==> src/rtl/branch_predict_unit.sv <==
// rtl/branch_predict_unit.sv - EX-stage branch resolver with 2-bit BHT predictor and registered redirect
// Optional BRANCH_STATS_EN adds br_count / miss_count event counters.
module branch_predict_unit #(
    parameter int         XLEN     = 32,
    parameter int         BHT_IDX  = 6,
    parameter logic [1:0] CNT_INIT = 2'b01
) (
    input  logic            clk,
    input  logic            reset_n,
    input  logic [XLEN-1:0] f_pc,
    output logic            f_predict,
    input  logic            e_valid,
    input  logic [2:0]      e_signal,
    input  logic [XLEN-1:0] e_pc,
    input  logic [XLEN-1:0] e_data1,
    input  logic [XLEN-1:0] e_data2,
    input  logic            e_pred,
    input  logic [XLEN-1:0] e_target,
    input  logic            e_stall,
    output logic            taken,
    output logic            flush,
    output logic [XLEN-1:0] redirect_pc
`ifdef BRANCH_STATS_EN
    ,
    output logic [31:0]     br_count,
    output logic [31:0]     miss_count
`endif
);

    localparam int ENTRIES = 1 << BHT_IDX;

    logic [1:0]         bht [ENTRIES];
    logic [BHT_IDX-1:0] f_idx;
    logic [BHT_IDX-1:0] e_idx;
    logic               eq;
    logic               lt;
    logic               ltu;
    logic               res_taken;
    logic               is_cond;
    logic               accept;
    logic               mispredict;
    logic [1:0]         cur_cnt;
    logic [1:0]         next_cnt;
    logic               unused_f_pc_bits;

    assign f_idx            = f_pc[BHT_IDX+1:2];
    assign e_idx            = e_pc[BHT_IDX+1:2];
    assign unused_f_pc_bits = ^{f_pc[XLEN-1:BHT_IDX+2], f_pc[1:0]};

    // Read is from the registered table, so a same-index update this cycle is not visible yet.
    assign f_predict = bht[f_idx][1];

    assign eq  = (e_data1 == e_data2);
    assign lt  = ($signed(e_data1) < $signed(e_data2));
    assign ltu = (e_data1 < e_data2);

    always_comb begin
        res_taken = 1'b0;
        is_cond   = 1'b0;
        case (e_signal)
            3'd1: begin res_taken = eq;   is_cond = 1'b1; end
            3'd2: begin res_taken = !eq;  is_cond = 1'b1; end
            3'd3: begin res_taken = lt;   is_cond = 1'b1; end
            3'd4: begin res_taken = !lt;  is_cond = 1'b1; end
            3'd5: begin res_taken = ltu;  is_cond = 1'b1; end
            3'd6: begin res_taken = !ltu; is_cond = 1'b1; end
            3'd7: res_taken = 1'b1;
            default: res_taken = 1'b0;
        endcase
    end

    // An instruction seen while flush is high is on the wrong path and is dropped.
    assign accept     = e_valid && !e_stall && (e_signal != 3'd0) && !flush;
    assign mispredict = (e_pred != res_taken);

    assign cur_cnt = bht[e_idx];
    always_comb begin
        next_cnt = cur_cnt;
        if (res_taken) begin
            if (cur_cnt != 2'd3) next_cnt = cur_cnt + 2'd1;
        end else begin
            if (cur_cnt != 2'd0) next_cnt = cur_cnt - 2'd1;
        end
    end

    always_ff @(posedge clk or negedge reset_n) begin
        if (!reset_n) begin
            for (int i = 0; i < ENTRIES; i++) begin
                bht[i] <= CNT_INIT;
            end
            taken       <= 1'b0;
            flush       <= 1'b0;
            redirect_pc <= '0;
        end else begin
            taken <= accept && res_taken;
            flush <= accept && mispredict;
            if (accept && mispredict) begin
                redirect_pc <= res_taken ? e_target : (e_pc + XLEN'(4));
            end else begin
                redirect_pc <= '0;
            end
            if (accept && is_cond) begin
                bht[e_idx] <= next_cnt;
            end
        end
    end

`ifdef BRANCH_STATS_EN
    always_ff @(posedge clk or negedge reset_n) begin
        if (!reset_n) begin
            br_count   <= '0;
            miss_count <= '0;
        end else begin
            if (accept && is_cond)    br_count   <= br_count + 32'd1;
            if (accept && mispredict) miss_count <= miss_count + 32'd1;
        end
    end
`endif

endmodule

==> config.mk <==
export PLATFORM = sky130hd
export DESIGN_NAME = branch_predict_unit
export DESIGN_NICKNAME = d
export VERILOG_FILES = /design/src/rtl/branch_predict_unit.sv
export SDC_FILE = /design/constraint.sdc
export NUM_CORES = 1
export LEC_CHECK = 0
export ABC_AREA = 1
export BUFFER_PORTS_ARGS = -buffer_cell sky130_fd_sc_hd__buf_4
export CAP_MARGIN = 20
export CORE_MARGIN = 2
export CORE_UTILIZATION = 51
export DETAILED_ROUTE_END_ITERATION = 8
export PLACE_DENSITY = 0.74
export RECOVER_POWER = 50
export SKIP_LAST_GASP = 1
export SLEW_MARGIN = 20
export SYNTH_ARGS = -nofsm -noshare
export SYNTH_HDL_FRONTEND = slang
export SYNTH_SLANG_ARGS = --single-unit
export TNS_END_PERCENT = 1
==> constraint.sdc <==
create_clock -name clk -period 2.85 [get_ports clk]
set_clock_uncertainty 0.15 [all_clocks]
set_input_delay 0.57 -clock clk [delete_from_list [all_inputs] [get_ports clk]]
set_output_delay 0.57 -clock clk [all_outputs]
set_load 0.01 [all_outputs]
* After elaboration in Yosys (flattened, before gate mapping)
Index checks and enable logic that the tools add are counted.
** Cells by class
- Reductions and logical operators :: 15
- Muxes and demuxes :: 16
- $lt $le $gt $ge :: 5
- Add/subtract/negate cells :: 3
- Bitwise operators :: 2
- Equal/unequal tests :: 10
** Operators with widths (count)
- $bwmux W128 :: 1
- $lt A32 B32 Y1 :: 2
- $mux W32 :: 2
- $add A32 B3 Y32 const B :: 1
- $eq A32 B32 Y1 :: 1
- $bmux W2 S6 :: 2
- $mux W2 :: 8
- $ge A7 B7 Y1 const B :: 2
- $not A6 Y7 :: 2
- $demux W2 S6 :: 1
- $eq A3 B3 Y1 const B :: 4
- $logic_and A1 B1 Y1 :: 7
- $lt A7 B1 Y1 const B :: 1
- $pmux W1 S7 :: 1
- $eq A3 B2 Y1 const B :: 2
- $reduce_or A6 Y1 :: 1
- $logic_not A1 Y1 :: 5
- $eq A3 B1 Y1 const B :: 1
- $reduce_bool A3 Y1 :: 1
- $add A2 B1 Y2 const B :: 1
- $ne A2 B2 Y1 const B :: 1
- $reduce_bool A2 Y1 :: 1
- $sub A2 B1 Y2 const B :: 1
- $mux W1 :: 1
- $ne A1 B1 Y1 :: 1
** Storage, ports and cells
- Input port bits :: 168
- Output and inout bits :: 35
- Bits in registers :: 162

* Logic depth before layout (Yosys ltp)
- Word-level depth :: 8
- Depth in mapped cells :: 22

* Least setup slack after synthesis
Ideal clock, no wire load.
- Path kind :: in2out
- Start :: input port f_pc[2]
- End :: output port f_predict
- Path buffers :: 2
- Slack :: 0.163 ns
- Stages on the path :: 9
- Arrival :: 1.967 ns
- Data required time :: 2.130 ns
- Path through :: clkbuf_1 -> clkinv_1 -> clkbuf_1 -> o21ai_0 -> a21oi_1 -> a211oi_1 -> o22ai_1 -> o211ai_1 -> nand2_1
** On the way
- Longest elaborated chain between the ends :: 4
** Ends and longest elaborated chain
- from (decl) :: line 10 : input logic [XLEN-1:0] f_pc,
- $not A6 Y7 (not written as such) :: line 51 : assign f_predict = bht[f_idx][1];
- $bmux W2 S6 :: line 51
- $mux W2 (not written as such) (2 in series) :: line 51
- to (decl) :: line 11 : output logic f_predict,
No other way between the ends. The select of a mux whose other input is x is not followed.

* Worst setup path after layout
Same ends and word-level chain as after synthesis.

==> impl_metrics.ini <==
[status]
violations = max-capacitance violations, max-slew violations
status = finished with violations

[yosys]
synth_seq_area_share_pct = 38.9
synthCells = 1562
ys_seq_elements = 162
syn-cell-area_um2 = 10600
synth_cell_type_count = 48
synth_edf_count = 0
synth_nets = 1763
yosysWarnings = 0
synthArstFlopShare_pct = 100
avgSynthCellArea_um2 = 6.81
ys.flop_type = dfrtp_1

[cells_and_area]
drive_gt1_share_pct = 21.7
design_area_um2 = 13300
area_growth_syn_to_layout_pct = 24.7
antenna_cells = 0
nets = 1977
fin_util_pct = 65.1

[routing]
wl_per_cell_um = 16.1
wl_um = 33200
drt_iter0_drc = 908
antenna_left = 0
drc = 0
vias = 11100
routed_via_density = 5.40
drt_pass1_iterations = 5

[sta]
min_period_over_period_pct = 97.0
setup_viol = 0
max_freq_ghz = 0.362
rsz0062_at_grt = no
relSlewSlack_pct = -15.1
final_max_slew_viol_count = 64
tightest_slew_ns = 1.73
hold_viol_final = 0
fin_crit_ns = 2.77

[placed_design]
placed_cell_area_um2 = 12800
dp_hpwl_um = 24200
io_buffers = 176
gp_congestion = 0.945

[die]
dieArea_um2 = 22000
start_util_pct = 52.2
die_w_um = 148
die_y_um = 148
core-area_um2 = 20400
rows = 52
pin_count = 203

[cts]
tritoncts = yes
cts_buffers = 17
post_cts_buffers = 0
h-tree-depth = 4
cts.sinks = 162
clk_latency_ns = 0.44
clockRootBuffer = clkbuf_16
cts_buffer_depth = 2
cts_hold_buf = 0
clk_pin_slew_ns = 0.07

[worst_setup_path]
start_kind = input pin
end_kind = output pin
critPathKind = in -> out
worstPathRequired_ns = 2.13
cp_data_arrival_time_ns = 2.05
critPathMaxFanout = 28

[power]
peakVddDrop_mv = 0.382
p_total_uw = 5930
leakagePower_uw = 0.00674
power.density_nw_per_um2 = 447

[global_routing]
grt_pass1_vias = 10800
grt.met1_usage_pct = 40.0
antenna_found_initial = 0
met3_usage_pct = 6.63
grt_start_max_net_pins = 65
busiest_layer = met2
grt_pass1_wl_um = 53500
grt_usage_pct = 30.8
overflow = 0
grtUsageMet2_pct = 50.1

[run]
drv_cap = 1

[worst_hold_path]
min_path_type = in -> reg
placed cells by master, fill, tap and decap left out, types with 17 or more instances in the layout:
cell type / instances
xor2_1: 18
nor3_1: 62
inv_2: 23
inv_1: 186
clkbuf_1: 18
nor2_1: 98
ha_1: 33
buf_12: 18
dfrtp_1: 98
dfstp_2: 64
nand2_1: 597
o21ai_0: 64
nand4_1: 17
clkbuf_16: 17
a21oi_1: 40
buf_4: 217
nand3_1: 112
what timing repair did:
item | in CTS | in global routing
resized for setup | 0 | 3
setup endpoints to repair | 0 | 1
endpoints found under the hold margin | 0 | 0
cell type report:
cell class,instances,area [µm²]
Tap cell,270,338
Sequential cell,162,4130
Multi-Input combinational cell,1126,5360
Clock buffer,18,429
Clock inverter,14,123
Inverter,214,806
Timing Repair Buffer,255,2070
Fill cell,1763,7110
critical path: stages:
cell and delay, ns:
buf_4 0.11, clkinv_1 0.10, buf_12 0.18, o21ai_0 0.16, a21oi_1 0.06, a211oi_1 0.28, o22ai_1 0.13, o221ai_1 0.18
nand2_1 0.10, buf_4 0.15
per-stage QoR:
stage	hold slack [ns]	std cells	worst slack [ns]	TNS, ns
global route	0.245	2059	0.0132	0
detailed placement	0.305	2027	-0.191	-19.45
global placement	0.302	2027	-0.135	-12.39
floorplan	0.124	1562	0.163	0
CTS	0.00466	2059	0.117	0
finish	0.227	2059	0.0846	0
logic make-up after synthesis:
group           after synthesis  share of synthesized area (%)
simple gates                920                           36.5
buf+inv                     274                           10.8
flops                       162                           38.9
compound gates              146                           7.67
fa+ha+maj                    33                           3.88
xor+xnor                     27                           2.22
sequential cells by signal (all words and copies together), names as in the netlist:
name         cells
taken            1
bht            128
flush            1
redirect_pc     32
cells in the mapped netlist (5+ instances only):
cell type | number | area [µm²]
o22ai_1 | 9 | 56.3
nand2_1 | 597 | 2240
dfstp_2 | 64 | 1680
inv_1 | 186 | 698
buf_6 | 8 | 90.1
a21oi_1 | 40 | 200
nor2_1 | 98 | 368
xor2_1 | 18 | 158
dfrtp_1 | 98 | 2450
o21ai_0 | 66 | 330
nor3_1 | 62 | 310
buf_4 | 5 | 37.5
nor3_2 | 5 | 50.1
xnor2_1 | 9 | 78.8
a22oi_1 | 6 | 45.0
inv_2 | 23 | 86.3
clkbuf_1 | 16 | 60.1
nand4_1 | 17 | 106
o21ai_1 | 7 | 35.0
ha_1 | 33 | 413
buf_2 | 30 | 150
nor2_2 | 7 | 43.8
nand3_1 | 112 | 561
power by group:
group | leakage [µW] | switching, µW | internal, µW
registers | 0.00202 | 47.9 | 2440
clock network | 0.000262 | 1070 | 1140
logic | 0.00445 | 731 | 497
total | 0.00674 | 1850 | 4080
worst paths after layout:
check	slack [ns]	cells after the start	endpoint	from
worst max-delay path	0.08	10	f_predict	f_pc[2]
worst min-delay path	0.23	3	redirect_pc[28]	e_target[28]
worst max register to register	0.52	16	bht[71]	bht[53]
worst min register to register	0.32	2	bht[26]	bht[26]
max in group asynchronous	0.43	2	redirect_pc[17]	reset_n
min in group asynchronous	0.43	1	bht[19]	reset_n
metal layers:
| layer | share of wire [%] | up-vias |
|---|---|---|
| li1 | - | 5336 |
| met1 | 40 | 5098 |
| met2 | 46 | 585 |
| met3 | 10 | 98 |
| met4 | 3.6 | 0 |
| met5 | 0 | - |
Power figures use the tool's default switching activity.
